`src/rtl/comparator_pkg.sv`:
```
// Shared types and constants for the slice-serial comparator controller.
package comparator_pkg;

  localparam int SLICE_W = 4;

  typedef enum logic [1:0] {
    IDLE = 2'd0,
    RUN  = 2'd1,
    HOLD = 2'd2
  } state_t;

  // One-hot result codes ordered {LT, EQ, GT}; RES_NONE means "no decision yet".
  localparam logic [2:0] RES_NONE = 3'b000;
  localparam logic [2:0] RES_LT   = 3'b100;
  localparam logic [2:0] RES_EQ   = 3'b010;
  localparam logic [2:0] RES_GT   = 3'b001;

endpackage

```
`src/rtl/comparator_seq_ctrl_cmp_slice4.sv`:
```
// Combinational unsigned compare of one 4-bit slice pair.
module cmp_slice4
  import comparator_pkg::*;
(
  input  logic [SLICE_W-1:0] a_i,
  input  logic [SLICE_W-1:0] b_i,
  output logic               lt_o,
  output logic               eq_o,
  output logic               gt_o
);

  assign lt_o = (a_i <  b_i);
  assign eq_o = (a_i == b_i);
  assign gt_o = (a_i >  b_i);

endmodule

```
`src/rtl/comparator_seq_ctrl.sv`:
```
// Time-shares one 4-bit compare slice across WIDTH-bit operands, MSB slice first.
// Optional feature: define COMPARATOR_EARLY_EXIT_EN to finish on the first unequal slice.
module comparator_seq_ctrl
  import comparator_pkg::*;
#(
  parameter int WIDTH = 32
) (
  input  logic                                CLK,
  input  logic                                RST,
  input  logic                                IN_VALID,
  output logic                                IN_READY,
  input  logic [WIDTH-1:0]                    A,
  input  logic [WIDTH-1:0]                    B,
  output logic                                OUT_VALID,
  input  logic                                OUT_READY,
  output logic                                LT_OUT,
  output logic                                EQ_OUT,
  output logic                                GT_OUT,
  output logic [$clog2(WIDTH/SLICE_W+1)-1:0]  SLICES
);

  localparam int NSLICES  = WIDTH / SLICE_W;
  localparam int SLICES_W = $clog2(NSLICES + 1);
  localparam int IDX_W    = (NSLICES > 1) ? $clog2(NSLICES) : 1;
  localparam logic [IDX_W-1:0] IDX_MAX = IDX_W'(NSLICES - 1);

  if ((WIDTH % SLICE_W) != 0 || WIDTH < SLICE_W) begin : gWidthCheck
    $error("comparator_seq_ctrl: WIDTH must be a multiple of 4 and at least 4");
  end

  state_t                           state_q, state_d;
  logic [NSLICES-1:0][SLICE_W-1:0]  opA_q, opA_d;
  logic [NSLICES-1:0][SLICE_W-1:0]  opB_q, opB_d;
  logic [IDX_W-1:0]                 idx_q, idx_d;
  logic [SLICES_W-1:0]              slices_q, slices_d;
  logic [2:0]                       res_q, res_d;

  logic [SLICE_W-1:0] sliceA;
  logic [SLICE_W-1:0] sliceB;
  logic               sliceLt;
  logic               sliceEq;
  logic               sliceGt;
  logic               runDone;

  assign sliceA = opA_q[idx_q];
  assign sliceB = opB_q[idx_q];

  cmp_slice4 uSlice (
    .a_i  (sliceA),
    .b_i  (sliceB),
    .lt_o (sliceLt),
    .eq_o (sliceEq),
    .gt_o (sliceGt)
  );

`ifdef COMPARATOR_EARLY_EXIT_EN
  assign runDone = (idx_q == '0) || !sliceEq;
`else
  assign runDone = (idx_q == '0);
`endif

  always_ff @(posedge CLK) begin
    if (RST) begin
      state_q  <= IDLE;
      opA_q    <= '0;
      opB_q    <= '0;
      idx_q    <= '0;
      slices_q <= '0;
      res_q    <= RES_NONE;
    end else begin
      state_q  <= state_d;
      opA_q    <= opA_d;
      opB_q    <= opB_d;
      idx_q    <= idx_d;
      slices_q <= slices_d;
      res_q    <= res_d;
    end
  end

  // res_q doubles as the sticky decision during RUN and the reported result in HOLD.
  always_comb begin
    state_d  = state_q;
    opA_d    = opA_q;
    opB_d    = opB_q;
    idx_d    = idx_q;
    slices_d = slices_q;
    res_d    = res_q;
    unique case (state_q)
      IDLE: begin
        if (IN_VALID) begin
          opA_d    = A;
          opB_d    = B;
          idx_d    = IDX_MAX;
          slices_d = '0;
          res_d    = RES_NONE;
          state_d  = RUN;
        end
      end
      RUN: begin
        slices_d = slices_q + SLICES_W'(1);
        if (res_q == RES_NONE && !sliceEq) begin
          res_d = {sliceLt, 1'b0, sliceGt};
        end
        if (runDone) begin
          state_d = HOLD;
          if (res_d == RES_NONE) begin
            res_d = RES_EQ;
          end
        end else begin
          idx_d = idx_q - IDX_W'(1);
        end
      end
      HOLD: begin
        if (OUT_READY) begin
          res_d   = RES_NONE;
          state_d = IDLE;
        end
      end
      default: begin
        state_d = IDLE;
      end
    endcase
  end

  always_comb begin
    IN_READY  = (state_q == IDLE);
    OUT_VALID = (state_q == HOLD);
    {LT_OUT, EQ_OUT, GT_OUT} = (state_q == HOLD) ? res_q : RES_NONE;
    SLICES    = slices_q;
  end

endmodule

```
`config.mk`:
```
export PLATFORM = sky130hd
export DESIGN_NAME = comparator_seq_ctrl
export DESIGN_NICKNAME = d
export VERILOG_FILES = /design/src/rtl/comparator_pkg.sv /design/src/rtl/comparator_seq_ctrl_cmp_slice4.sv /design/src/rtl/comparator_seq_ctrl.sv
export SDC_FILE = /design/constraint.sdc
export NUM_CORES = 1
export LEC_CHECK = 0
export ABC_AREA = 1
export CELL_PAD_IN_SITES_DETAIL_PLACEMENT = 0
export CELL_PAD_IN_SITES_GLOBAL_PLACEMENT = 1
export CORE_MARGIN = 2
export CORE_UTILIZATION = 37
export CTS_BUF_LIST = sky130_fd_sc_hd__clkbuf_8
export DETAILED_ROUTE_END_ITERATION = 6
export GPL_ROUTABILITY_DRIVEN = 0
export PLACE_DENSITY_LB_ADDON = 0.1
export SLEW_MARGIN = 20
export SYNTH_ARGS = -nofsm -noshare
export SYNTH_HDL_FRONTEND = slang
export SYNTH_SLANG_ARGS = --single-unit
export TNS_END_PERCENT = 20
```
`constraint.sdc`:
```
create_clock -name CLK -period 2.6 [get_ports CLK]
set_clock_uncertainty 0.05 [all_clocks]
set_input_delay 0.52 -clock CLK [delete_from_list [all_inputs] [get_ports CLK]]
set_output_delay 0.52 -clock CLK [all_outputs]
set_load 0.1 [all_outputs]
```
==> flow_metrics.env <==
export IMPL_status="finished, final reports clean"
export IMPL_hp_class="flop to flop"
export IMPL_clkLatencyLatePin_ns=0.34
export IMPL_crit_path_start_kind="flop"
export IMPL_seq_area_frac_synth_pct=43.5
export IMPL_wl_per_cell_um=12.7
export IMPL_clk_path_buf_depth=2
export IMPL_cts_resized=0
export IMPL_root_buffer="clkbuf_8"
export IMPL_area_growth_pct=26.8
export IMPL_synth_area_um2=3500
export IMPL_hp_start="res_q[0]$_SDFFE_PP0P_"
export IMPL_clkSinkCount=76
export IMPL_multiInputGateArea_um2=1690
export IMPL_io_buffers=76
export IMPL_hold_viol=0
export IMPL_row_count=35
export IMPL_pre_cts_ws_ns=0.450
export IMPL_clkTransAtPathRegs_ns=0.08
export IMPL_antenna_cells=0
export IMPL_drive_gt1_share_pct=8.51
export IMPL_crit_chain="buf_4 > o21ai_0 > o21ai_0 > a21oi_1 > a31oi_1 > ha_1 > nand2_1 > nor2_1 > nor2_1 > nand3_1 > nand2_1 > nor3b_1"
export IMPL_crit_type="flop to flop"
export IMPL_ys_warn_count=0
export IMPL_drt_iter0_drc=73
export IMPL_nFillCells=951
export IMPL_fin_ws_ns=0.411
export IMPL_relSlewSlack_pct=71.6
export IMPL_worstPathArrival_ns=2.40
export IMPL_wl_um=8570
export IMPL_cts_tree="built"
export IMPL_synth_avg_cell_area_um2=7.08
export IMPL_tightestPinTransition_ns=0.425
export IMPL_dr_pass1_iters=4
export IMPL_seqCellArea_um2=1520
export IMPL_ys_types=23
export IMPL_timing_rr_start="idx_q[1]$_SDFFE_PP0P_"
export IMPL_dp_cells=660
export IMPL_layout_cells_non_filler=675
export IMPL_grt_pass1_wl_um=14500
export IMPL_syn_inst=494
export IMPL_slew_viol_final=0
export IMPL_via_per_inst=4.75
export IMPL_cap_violations=0
export IMPL_cpPeakStageDelay_ns=0.46
export IMPL_dieArea_um2=10200
export IMPL_final_antenna_net_count=0
export IMPL_period_share_pct=84.2
export IMPL_grt_start_max_net_pins=43
export IMPL_antenna_found_initial=0
export IMPL_grtUsageTotal_pct=17.8
export IMPL_setup_worst_path_start="idx_q[1]$_SDFFE_PP0P_"
export IMPL_start_util_pct=38.0
export IMPL_holdBufCountCts=0
export IMPL_die_w_um=101
export IMPL_io_pins=77
export IMPL_layout_min_cycle_time_ns=2.19
export IMPL_drc=0
export IMPL_cts_setup_buffers=0
export IMPL_setup_viol=0
export IMPL_p_leak_nw=1.81
export IMPL_fmax_mhz=457
export IMPL_powerDensity_nw_per_um2=698
export IMPL_grt_overflow=0
export IMPL_grt_setup_unrepaired="no"
export IMPL_cts_buffers=9
export IMPL_grt_pass1_vias=3090
export IMPL_hpwlAfterDp_um=6450
export IMPL_yosys_register_bits=76
export IMPL_fin_nets=635
export IMPL_finish_utilization_pct=48.2
export IMPL_crit_fanout=10
export IMPL_design_power_total_mw=3.10
export IMPL_fin_setup_tns_ns=0
export IMPL_peakVddDrop_mv=0.226
export IMPL_critPathCaptureType="flop"
export IMPL_clock_tree_htree_level_count=3
export IMPL_via_count=3206
export IMPL_fp_coreArea_um2=9200
export IMPL_slowest_stage="dfxtp_1"
export IMPL_syn_nets=569
export IMPL_die_y_um=101
export IMPL_crit_required_ns=2.81
==> worst paths after layout <==
check                          endpoint  slack (ns)  depth (start not counted)
setup / recovery  res_q[2]$_SDFFE_PP0P_        0.41                         12
hold / removal    res_q[0]$_SDFFE_PP0P_        0.42                          2
setup reg to reg  res_q[2]$_SDFFE_PP0P_        0.41                         12
hold reg to reg   res_q[0]$_SDFFE_PP0P_        0.42                          2
==> cells in the final DEF, fill, tap and decap left out, types with 6 or more instances in the layout <==
cell type and count:
nor2_1 173, o21ai_0 85, dfxtp_1 76, clkdlybuf4s50_1 67
nand2_1 32, buf_4 21, o21ai_1 20, a21oi_1 18
inv_1 17, clkbuf_8 11, nand3_1 7, ha_1 7
nor2_4 6
==> routing by layer <==
metal / GRT usage, % / vias up / part of all wire (%)
met5: 0 / - / 0
met4: 5.72 / 0 / 1.2
met3: 2.90 / 10 / 3.9
met2: 28.9 / 57 / 47
met1: 24.2 / 1400 / 48
li1: - / 1739 / -
==> Yosys cell counts <==
library cell,instances,area share [%]
nor2_2,1,0.18
buf_6,12,3.9
o22ai_1,4,0.72
a31oi_1,4,0.72
inv_2,4,0.43
inv_1,16,1.7
clkbuf_2,1,0.14
nand2_1,32,3.4
nor3b_1,1,0.21
clkbuf_1,8,0.86
o21ai_0,85,12
a21oi_1,18,2.6
dfxtp_1,76,43
nand3_1,7,1.0
nor2_1,177,19
o21bai_1,1,0.21
buf_4,3,0.64
nor2_4,2,0.64
buf_2,9,1.3
nand2_2,2,0.36
o21ai_1,20,2.9
ha_1,7,2.5
o221ai_1,4,1.0
==> final cells by class <==
type | instances | share of cell area, %
multi-input cells | 365 | 38.2
flip-flops and latches | 76 | 34.3
clock inverters | 4 | 0.592
clock buffers | 11 | 3.41
inverters | 20 | 1.69
well taps | 111 | 3.13
repair buffers | 88 | 18.7
==> report_power, final <==
part | total, mW | internal [mW] | leakage [nW] | switching [mW]
registers | 1.38 | 1.29 | 0.629 | 0.0896
logic | 0.901 | 0.365 | 1.10 | 0.536
clock network | 0.813 | 0.390 | 0.0849 | 0.423
total | 3.10 | 2.05 | 1.81 | 1.05
==> kinds of logic after synthesis <==
family / Yosys count / synth area share [%]
buffers and inverters: 53 / 8.94
AOI/OAI and AO/OA: 136 / 20.2
and+or+nand+nor: 222 / 24.8
DFF: 76 / 43.5
adders and majority gates: 7 / 2.50
==> flip-flops by register name (all words and copies together), names as in the netlist <==
| name | cells |
|---|---|
| opA_q | 32 |
| opB_q | 32 |
| SLICES | 4 |
| idx_q | 3 |
| res_q | 3 |
| state_q | 2 |
==> per-stage QoR <==
step | hold WS, ns | cell area [µm²]
after CTS | 0.426 | 4440
after floorplan | 0.391 | 3530
after global routing | 0.455 | 4440
after global placement | 0.408 | 4260
final | 0.424 | 4440
after detailed placement | 0.415 | 4260
==> critical path, delay by kind of cell, from the launching register on <==
kind	cells	cell delay (ns)
adders and majority gates	1	0.26
DFF	1	0.46
and+or+nand+nor	6	0.61
buffers and inverters	1	0.23
AOI/OAI and AO/OA	4	0.50
(Power assumes the default switching activity.)
